## src/rtl/mips_bus_pkg.sv

```systemverilog
// Shared types and constants for the MIPS Avalon bus master.
package mips_bus_pkg;

  typedef enum logic [1:0] {
    SZ_BYTE = 2'd0,
    SZ_HALF = 2'd1,
    SZ_WORD = 2'd2
  } size_t;

  typedef enum logic [1:0] {
    IDLE = 2'd0,
    BUS  = 2'd1,
    RESP = 2'd2
  } mem_state_t;

  localparam logic [3:0] BE_ALL = 4'b1111;

  // Raw size code 3 behaves as a word access.
  function automatic size_t decode_size(input logic [1:0] raw);
    return (raw == 2'd0) ? SZ_BYTE : (raw == 2'd1) ? SZ_HALF : SZ_WORD;
  endfunction

  function automatic logic is_misaligned(input size_t size, input logic [1:0] offset);
    return (size == SZ_HALF) ? offset[0] : ((size == SZ_WORD) && (offset != 2'b00));
  endfunction

endpackage

```

## src/rtl/mips_bus_mem_ctrl_if.sv

```systemverilog
// Avalon-MM port bundle between the bus master and the memory/interconnect.
interface mips_bus_mem_ctrl_if;
  logic [31:0] address;
  logic        read;
  logic        write;
  logic        waitrequest;
  logic [31:0] writedata;
  logic [3:0]  byteenable;
  logic [31:0] readdata;

  modport master (
    output address, read, write, writedata, byteenable,
    input  waitrequest, readdata
  );

  modport slave (
    input  address, read, write, writedata, byteenable,
    output waitrequest, readdata
  );
endinterface

```

## src/rtl/mips_lane_align.sv

```systemverilog
// Little-endian byte-lane steering: store enables/replication and load extraction.
module mips_lane_align
  import mips_bus_pkg::*;
(
  input  size_t       size,
  input  logic [1:0]  offset,
  input  logic        sign_ext,
  input  logic [31:0] store_data,
  input  logic [31:0] readdata,
  output logic [3:0]  byteenable,
  output logic [31:0] writedata,
  output logic [31:0] load_data
);

  logic [7:0]  byte_val;
  logic [15:0] half_val;

  assign byte_val = 8'(readdata >> {offset, 3'b000});
  assign half_val = 16'(readdata >> {offset[1], 4'b0000});

  always_comb begin
    byteenable = BE_ALL;
    writedata  = store_data;
    load_data  = readdata;
    case (size)
      SZ_BYTE: begin
        byteenable = 4'b0001 << offset;
        writedata  = {4{store_data[7:0]}};
        load_data  = {{24{sign_ext & byte_val[7]}}, byte_val};
      end
      SZ_HALF: begin
        byteenable = offset[1] ? 4'b1100 : 4'b0011;
        writedata  = {2{store_data[15:0]}};
        load_data  = {{16{sign_ext & half_val[15]}}, half_val};
      end
      default: begin
      end
    endcase
  end

endmodule

```

## src/rtl/mips_bus_mem_ctrl.sv

```systemverilog
// Round-robin fetch/data arbiter driving one Avalon-MM master port with wait timeout.
// Define MEM_ALIGN_CHECK_EN to fault misaligned half/word accesses without a bus cycle.
module mips_bus_mem_ctrl
  import mips_bus_pkg::*;
#(
  parameter int unsigned ADDR_W   = 32,
  parameter int unsigned MAX_WAIT = 255
) (
  input  logic                       clk,
  input  logic                       reset,
  input  logic                       if_req,
  input  logic [ADDR_W-1:0]          if_addr,
  output logic                       if_ack,
  output logic [31:0]                if_rdata,
  output logic                       if_err,
  input  logic                       d_req,
  input  logic                       d_we,
  input  logic [ADDR_W-1:0]          d_addr,
  input  logic [1:0]                 d_size,
  input  logic                       d_signed,
  input  logic [31:0]                d_wdata,
  output logic                       d_ack,
  output logic [31:0]                d_rdata,
  output logic                       d_err,
  mips_bus_mem_ctrl_if.master        bus,
  output logic                       busy
);

  localparam int unsigned CntW = (MAX_WAIT > 1) ? $clog2(MAX_WAIT + 1) : 1;

  mem_state_t      state_q, state_d;
  logic            gnt_d_q, last_grant_q, we_q, sign_q, err_q;
  size_t           size_q;
  logic [1:0]      off_q;
  logic [31:0]     rdata_q;
  logic [CntW-1:0] waitcnt_q;
  logic            read_q, write_q;
  logic [31:0]     address_q, wdata_q;
  logic [3:0]      be_q;

  logic        req_any, take_d, sel_we, sel_sign, misalign, timeout;
  logic [31:0] sel_addr;
  size_t       sel_size, la_size;
  logic [1:0]  la_off;
  logic        la_sign;
  logic [3:0]  la_be;
  logic [31:0] la_wdata, la_load;

  // last_grant_q: 0 = fetch, 1 = data; a tie goes to the other channel.
  always_comb begin
    req_any  = if_req | d_req;
    take_d   = d_req & (~if_req | ~last_grant_q);
    sel_addr = take_d ? 32'(d_addr) : 32'(if_addr);
    sel_we   = take_d & d_we;
    sel_size = take_d ? decode_size(d_size) : SZ_WORD;
    sel_sign = take_d & d_signed;
  end

`ifdef MEM_ALIGN_CHECK_EN
  assign misalign = is_misaligned(sel_size, sel_addr[1:0]);
`else
  assign misalign = 1'b0;
`endif

  assign timeout = (MAX_WAIT != 0) && bus.waitrequest &&
                   ((32'(waitcnt_q) + 32'd1) == MAX_WAIT);

  // Shared lane logic: request fields while idle, latched fields once granted.
  assign la_size = (state_q == IDLE) ? sel_size : size_q;
  assign la_off  = (state_q == IDLE) ? sel_addr[1:0] : off_q;
  assign la_sign = (state_q == IDLE) ? sel_sign : sign_q;

  mips_lane_align u_lane_align (
    .size       (la_size),
    .offset     (la_off),
    .sign_ext   (la_sign),
    .store_data (d_wdata),
    .readdata   (bus.readdata),
    .byteenable (la_be),
    .writedata  (la_wdata),
    .load_data  (la_load)
  );

  always_ff @(posedge clk) begin
    if (!reset) begin
      state_q <= IDLE;
    end else begin
      state_q <= state_d;
    end
  end

  always_comb begin
    state_d = state_q;
    unique case (state_q)
      IDLE:    if (req_any) state_d = misalign ? RESP : BUS;
      BUS:     if (!bus.waitrequest || timeout) state_d = RESP;
      RESP:    state_d = IDLE;
      default: state_d = IDLE;
    endcase
  end

  always_comb begin
    if_ack   = (state_q == RESP) & ~gnt_d_q;
    d_ack    = (state_q == RESP) & gnt_d_q;
    if_rdata = if_ack ? rdata_q : '0;
    d_rdata  = d_ack ? rdata_q : '0;
    if_err   = if_ack & err_q;
    d_err    = d_ack & err_q;
    busy     = (state_q != IDLE);
  end

  always_ff @(posedge clk) begin
    if (!reset) begin
      gnt_d_q      <= 1'b0;
      last_grant_q <= 1'b0;
      we_q         <= 1'b0;
      sign_q       <= 1'b0;
      err_q        <= 1'b0;
      size_q       <= SZ_WORD;
      off_q        <= '0;
      rdata_q      <= '0;
      waitcnt_q    <= '0;
      read_q       <= 1'b0;
      write_q      <= 1'b0;
      address_q    <= '0;
      wdata_q      <= '0;
      be_q         <= '0;
    end else begin
      unique case (state_q)
        IDLE: if (req_any) begin
          gnt_d_q      <= take_d;
          last_grant_q <= take_d;
          we_q         <= sel_we;
          sign_q       <= sel_sign;
          size_q       <= sel_size;
          off_q        <= sel_addr[1:0];
          rdata_q      <= '0;
          err_q        <= misalign;
          waitcnt_q    <= '0;
          if (!misalign) begin
            read_q    <= ~sel_we;
            write_q   <= sel_we;
            address_q <= {sel_addr[31:2], 2'b00};
            be_q      <= sel_we ? la_be : BE_ALL;
            wdata_q   <= la_wdata;
          end
        end
        BUS: begin
          if (!bus.waitrequest) begin
            read_q  <= 1'b0;
            write_q <= 1'b0;
            rdata_q <= we_q ? '0 : la_load;
          end else if (timeout) begin
            read_q  <= 1'b0;
            write_q <= 1'b0;
            err_q   <= 1'b1;
          end else begin
            waitcnt_q <= waitcnt_q + CntW'(1);
          end
        end
        default: begin
        end
      endcase
    end
  end

  assign bus.address    = address_q;
  assign bus.read       = read_q;
  assign bus.write      = write_q;
  assign bus.writedata  = wdata_q;
  assign bus.byteenable = be_q;

endmodule

```

## src/flat_wrapper.sv

```systemverilog
// flat-port wrapper written by rule: the top's interface ports become plain ports
module mips_bus_mem_ctrl_flat import mips_bus_pkg::*;
#(
  parameter int unsigned ADDR_W   = 32,
  parameter int unsigned MAX_WAIT = 255
)
  (clk, reset, if_req, if_addr, if_ack, if_rdata, if_err, d_req, d_we, d_addr, d_size, d_signed, d_wdata, d_ack, d_rdata, d_err, busy, bus_address, bus_read, bus_write, bus_writedata, bus_byteenable, bus_waitrequest, bus_readdata);
  mips_bus_mem_ctrl_if bus_i ();
  input  logic clk;
  input  logic reset;
  input  logic if_req;
  input  logic [ADDR_W-1:0] if_addr;
  output logic if_ack;
  output logic [31:0] if_rdata;
  output logic if_err;
  input  logic d_req;
  input  logic d_we;
  input  logic [ADDR_W-1:0] d_addr;
  input  logic [1:0] d_size;
  input  logic d_signed;
  input  logic [31:0] d_wdata;
  output logic d_ack;
  output logic [31:0] d_rdata;
  output logic d_err;
  output logic busy;
  output wire logic [$bits(bus_i.address)-1:0] bus_address;
  output wire logic [$bits(bus_i.read)-1:0] bus_read;
  output wire logic [$bits(bus_i.write)-1:0] bus_write;
  output wire logic [$bits(bus_i.writedata)-1:0] bus_writedata;
  output wire logic [$bits(bus_i.byteenable)-1:0] bus_byteenable;
  input wire logic [$bits(bus_i.waitrequest)-1:0] bus_waitrequest;
  input wire logic [$bits(bus_i.readdata)-1:0] bus_readdata;
  assign bus_address = bus_i.address;
  assign bus_read = bus_i.read;
  assign bus_write = bus_i.write;
  assign bus_writedata = bus_i.writedata;
  assign bus_byteenable = bus_i.byteenable;
  assign bus_i.waitrequest = bus_waitrequest;
  assign bus_i.readdata = bus_readdata;
  mips_bus_mem_ctrl #(.ADDR_W(ADDR_W), .MAX_WAIT(MAX_WAIT)) u_core (.clk(clk), .reset(reset), .if_req(if_req), .if_addr(if_addr), .if_ack(if_ack), .if_rdata(if_rdata), .if_err(if_err), .d_req(d_req), .d_we(d_we), .d_addr(d_addr), .d_size(d_size), .d_signed(d_signed), .d_wdata(d_wdata), .d_ack(d_ack), .d_rdata(d_rdata), .d_err(d_err), .bus(bus_i), .busy(busy));
endmodule
```

## config.mk

```make
export PLATFORM = sky130hd
export DESIGN_NAME = mips_bus_mem_ctrl_flat
export DESIGN_NICKNAME = d
export VERILOG_FILES = /design/src/rtl/mips_bus_pkg.sv /design/src/rtl/mips_bus_mem_ctrl_if.sv /design/src/rtl/mips_lane_align.sv /design/src/rtl/mips_bus_mem_ctrl.sv /design/src/flat_wrapper.sv
export SDC_FILE = /design/constraint.sdc
export NUM_CORES = 1
export LEC_CHECK = 0
export BUFFER_PORTS_ARGS = -buffer_cell sky130_fd_sc_hd__buf_4
export CORE_MARGIN = 2
export CORE_UTILIZATION = 30
export DETAILED_ROUTE_END_ITERATION = 10
export GPL_TIMING_DRIVEN = 1
export PLACE_DENSITY = 0.67
export SLEW_MARGIN = 20
export SYNTH_ARGS = -nofsm -noshare
export SYNTH_HDL_FRONTEND = slang
export SYNTH_SLANG_ARGS = --single-unit
```

## constraint.sdc

```tcl
create_clock -name clk -period 3.5 [get_ports clk]
set_input_delay 0.7 -clock clk [delete_from_list [all_inputs] [get_ports clk]]
set_output_delay 0.7 -clock clk [all_outputs]
set_load 0.01 [all_outputs]
```

Word-level counts from Yosys, hierarchy flattened
Index checks and enable logic that the tools add are counted.

Flip-flop bits (word level): 118. Bits of input ports: 137. Output and inout bits: 139. Word-level logic and storage cells: 94.

$add $sub $neg: 2. Equality and inequality tests: 12. Shift-type cells: 3. Mux-type cells: 35. Bitwise gates (word level): 14. Reductions and logical operators: 14.

Operator list (count): two-way mux 32 bit (6); one-hot mux 32 bit (2 select lines) (3); == test 32 x 8 -> 1 bit (second input constant) (1); >> shifter 32 x 5 -> 16 bit (1); >> shifter 32 x 5 -> 8 bit (1); two-way mux 8 bit (3); one-hot mux 8 bit (2 select lines) (1); two-way mux 2 bit (7); adder 8 x 1 -> 9 bit (second input constant) (1); AND 1 bit (9); adder 8 x 1 -> 8 bit (second input constant) (1); two-way mux 1 bit (8); two-way mux 4 bit (2); one-hot mux 4 bit (2 select lines) (1); AND reduction 4 bit (2); == test 2 x 1 -> 1 bit (second input constant) (3); zero test 2 bit (3); != test 2 x 1 -> 1 bit (second input constant) (3); != test 2 bit (second input constant) (3); one-hot mux 1 bit (2 select lines) (3); AND reduction 3 bit (2); one-hot mux 2 bit (2 select lines) (1); AND reduction 2 bit (2); nonzero test 2 bit (2); 8 further kinds (11).

Longest topological paths before layout
Word-level depth: 11. Mapped depth: 9. Mapped depth without buffers: 8.

By module
A second synthesis with hierarchy kept.

Cell total of the unflattened synthesis: 797. Area, all modules: 6620.1 um^2.

Modules (own cells, without submodules): mips_bus_mem_ctrl (instances 1, cells an instance 621, area an instance 5418.9 um^2, seq. area each 2362.3 um^2); mips_lane_align (instances 1, cells an instance 176, area an instance 1201.2 um^2, seq. area each 0.0 um^2).

Worst setup path before layout
No wires, ideal clock.

Path type: input to register. Start point: input d_req. End point: register u_core.rdata_q[16]. Library setup time: 0.122 ns. Data arrival time: 2.415 ns. Data required time: 3.378 ns. Slack: 0.963 ns. Stages: 7. Path buffers: 1. Path through: a21boi_2 -> mux2_4 -> or2_1 -> and3_4 -> o41ai_4 -> buf_6 -> a21oi_2.

Longest elaborated chain between the ends: 9. Elaborated cells between the ends (all ways): 20. Those cells by class: eq/ne: 2; shift: 2; mux: 9; bitwise: 5; reduce/logical: 2.

Ends and longest elaborated chain: start, declared (line flat_wrapper.sv:16) `input logic d_req;`; AND 1 bit (line mips_bus_mem_ctrl.sv:52) `take_d = d_req & (~if_req | ~last_grant_q);`; two-way mux 32 bit (line mips_bus_mem_ctrl.sv:53) `sel_addr = take_d ? 32'(d_addr) : 32'(if_addr);`; two-way mux 2 bit (line mips_bus_mem_ctrl.sv:70) `assign la_off = (state_q == IDLE) ? sel_addr[1:0] : off_q;`; >> shifter 32 x 5 -> 16 bit or >> shifter 32 x 5 -> 8 bit (tied branches) (line mips_lane_align.sv:19, mips_lane_align.sv:18); AND 1 bit (on tied branches) (line mips_lane_align.sv:34, mips_lane_align.sv:29); one-hot mux 32 bit (2 select lines) (line mips_lane_align.sv:25) `case (size)`; two-way mux 32 bit (line mips_bus_mem_ctrl.sv:152) `rdata_q <= we_q ? '0 : la_load;`; two-way mux 32 bit (line mips_bus_mem_ctrl.sv:149) `if (!bus.waitrequest) begin`; one-hot mux 32 bit (2 select lines) (line mips_bus_mem_ctrl.sv:129) `unique case (state_q)`; end signal, assigned (line mips_bus_mem_ctrl.sv:152); end, declared (line mips_bus_mem_ctrl.sv:35) `logic [31:0] rdata_q;`.

Parallel ways exist; a longest one is shown, timed or not. The select of a mux whose other input is x is not followed. A chain may end at the register's enable or synchronous reset.

Final worst setup path
Start point: register u_core.state_q[1]. End point: output if_err.

Longest elaborated chain between the ends: 3.

Ends and longest elaborated chain: start, declared (line mips_bus_mem_ctrl.sv:31) `mem_state_t state_q, state_d;`; start signal, assigned (line mips_bus_mem_ctrl.sv:88) `state_q <= state_d;`; == test 2 bit (line mips_bus_mem_ctrl.sv:103) `if_ack = (state_q == RESP) & ~gnt_d_q;`; AND 1 bit (line mips_bus_mem_ctrl.sv:103); AND 1 bit (line mips_bus_mem_ctrl.sv:107) `if_err = if_ack & err_q;`; end, declared (line flat_wrapper.sv:15) `output logic if_err;`.

No other way between the ends.

==> impl_metrics.ini <==
[clock_tree]
root_buffer = clkbuf_16
clk_path_buf_depth = 2
cts_tree = done
path_clk_slew_ps = 50
cts_made_buffers = 17
holdBufCountCts = 0
cts.htree.levels = 4
clock-sinks = 118
post_cts_buffers = 0
clkLatencyLatePin_ps = 410
cts_resized = 0

[synthesis]
ys_ff_latch = 118
synth_cell_type_count = 60
synth_top_cell_by_area = dfxtp_1
synth_top_cell_area_share_pct = 38.5
synth_edf_count = 0
synth_warnings = 0
syn_area_per_cell_sq_um = 7.59
yosys-top-cells-area = dfxtp_1 38%, nand2_1 12%, and2_1 7.0%
synth_area_sq_um = 6140
synth_commonest_cells = 193 x nand2_1, 118 x dfxtp_1, 69 x and2_1, 67 x a21oi_1, 61 x nor2_1
ys.flop_type = dfxtp_1
syn_inst = 809
synth_most_common_cell = nand2_1
synthArstFlopShare_pct = 0
synth_seq_area_share_pct = 38.5

[timing]
rsz0062_at_grt = no
worst_pin_slew_ps = 939
tns_ps = 0
finalCritPeriodShare_pct = 85.3
whs_ps = 457
max_freq_mhz = 335
slew_violations = 0
finalSetupViolCount = 0
slew_headroom_pct = 37.4
finClkSkew_ps = 7.07
fin_crit_ps = 2990
hold_violations = 0

[detailed_routing]
via_count = 6957
drc_errors = 0
routed_via_density = 5.21
ant_nets = 0
dr.pass1.iters = 7
avgRoutedWirePerCell_um = 17.6
drt-initial-drc-count = 479
drt_wl_total_um = 23500

[final_layout]
nets = 1192
n_antenna_cell = 0
fillers = 2093
layout-area-overhead-vs-synth_pct = 47.3
final_layout_size_suffix_gt1_share_pct = 32.7

[critical_path]
max_stage_delay_ps = 690
timing_worst_setup_path_type = register to output pin
arrival_ps = 2290
cp_max_fo = 24
slowest_stage = nor3b_2
path_cells = nor3b_2, buf_4, and2_1, buf_4
worstSetupStartpointType = register
worstSetupEndpointType = output pin
required_ps = 2800
crit_top_cell = buf_4

[placed_design]
place.gp.congestion = 0.906
dp_hpwl_um = 17300
port_buffers = 273

[grt]
grt-ovfl-total = 0
top_usage_layer = met2
grt_util_met3_pct = 6.46
grt_pass1_vias = 6366
antenna_found_initial = 0
grt_pass1_wl_um = 35500
met1_usage_pct = 25.5
grt_max_degree = 97
met2_usage_pct = 34.5
grt_use_total_pct = 20.9

[min_path]
hold_class = register to register

[job]
maxCapViolCount = 0

[die]
num_rows = 52
fp.coreArea_sq_um = 20200
io-pin-count = 276
start_util_pct = 30.4
dieWidth_um = 147
fp.dieArea_sq_um = 21600
die_y_um = 147

[power_and_ir_drop]
p_per_area_nw_per_um2 = 472
p_leak_nw = 4.04
vdd_drop_max_mv = 0.322

[run_status]
outcome = finished clean
-- metrics by stage --
step / util [%] / power, mW / setup WS (ps) / std cells / instance area [sq um]
5_1_grt: 44.9 / 4.46 / 356 / 1336 / 9050
6_report: 44.9 / 4.27 / 515 / 1336 / 9050
3_5_place_dp: 41.8 / 2.47 / 269 / 1303 / 8420
4_1_cts: 44.8 / 4.30 / 480 / 1335 / 9040
2_1_floorplan: - / 2.03 / 963 / 810 / 6140
3_3_place_gp: 41.8 / 2.46 / 319 / 1303 / 8420
-- power by group --
group / switching, mW / leakage [nW] / internal (mW)
clock network: 0.634 / 0.296 / 1.19
registers: 0.0723 / 0.970 / 1.46
logic: 0.511 / 2.78 / 0.404
-- cells in the final DEF, fill, tap and decap left out, types with 10 or more instances in the layout --
cell type,instances
buf_4,290
nand2_1,193
dfxtp_1,118
and2_1,69
a21oi_1,67
nor2_1,59
o21ai_0,47
a311oi_1,40
a222oi_1,22
clkbuf_16,17
nand3_1,12
nor3_1,11
a31oi_1,10
a21oi_2,10
-- area by class of cell --
| cell class | count | area [sq um] | area share [%] |
|---|---|---|---|
| Multi-Input combinational cell | 619 | 3520 | 38.9 |
| Clock buffer | 24 | 492 | 5.43 |
| Inverter | 6 | 22.5 | 0.249 |
| Tap cell | 270 | 338 | 3.73 |
| Sequential cell | 118 | 2360 | 26.1 |
| Timing Repair Buffer | 291 | 2200 | 24.3 |
| Clock inverter | 8 | 120 | 1.33 |
-- logic make-up after synthesis --
group / Yosys count / synth area share [%]
simple gates: 368 / 27.2
compound gates: 236 / 26.8
flops: 118 / 38.5
buf+inv: 73 / 4.99
mux: 9 / 1.77
fa+ha+maj: 2 / 0.407
xor+xnor: 2 / 0.285
other cells: 1 / 0.0611
-- critical path: cells and delay by family (launching register included) --
kind                   cells  cell delay, ps
buffers and inverters      2             480
AND/OR/NAND/NOR            2             870
flip-flops                 1             530
-- flip-flops by register name, indices dropped and copies added, names as in the netlist, 2 cells and up --
name / count
u_core.bus.writedata: 32
u_core.rdata_q: 32
u_core.bus.address: 30
u_core.waitcnt_q: 8
u_core.bus.byteenable: 4
u_core.off_q: 2
u_core.size_q: 2
u_core.state_q: 2
-- routing by layer --
metal,routed length (um),vias up,part of all wire (%)
met5,0,-,0
met4,671,0,2.9
met3,2280,43,9.7
met2,11000,351,47
met1,9560,3198,41
li1,-,3365,-
-- final timing paths --
path / start / end / slack (ps) / depth (start not counted)
worst max register to register: u_core.state_q[0] / u_core.rdata_q[27] / 710 / 8
worst max-delay path: u_core.state_q[1] / if_err / 510 / 4
worst min-delay path: u_core.bus.writedata[2] / u_core.bus.writedata[2] / 460 / 2
worst min register to register: u_core.bus.writedata[2] / u_core.bus.writedata[2] / 460 / 2
Power figures use the tool's default switching activity.
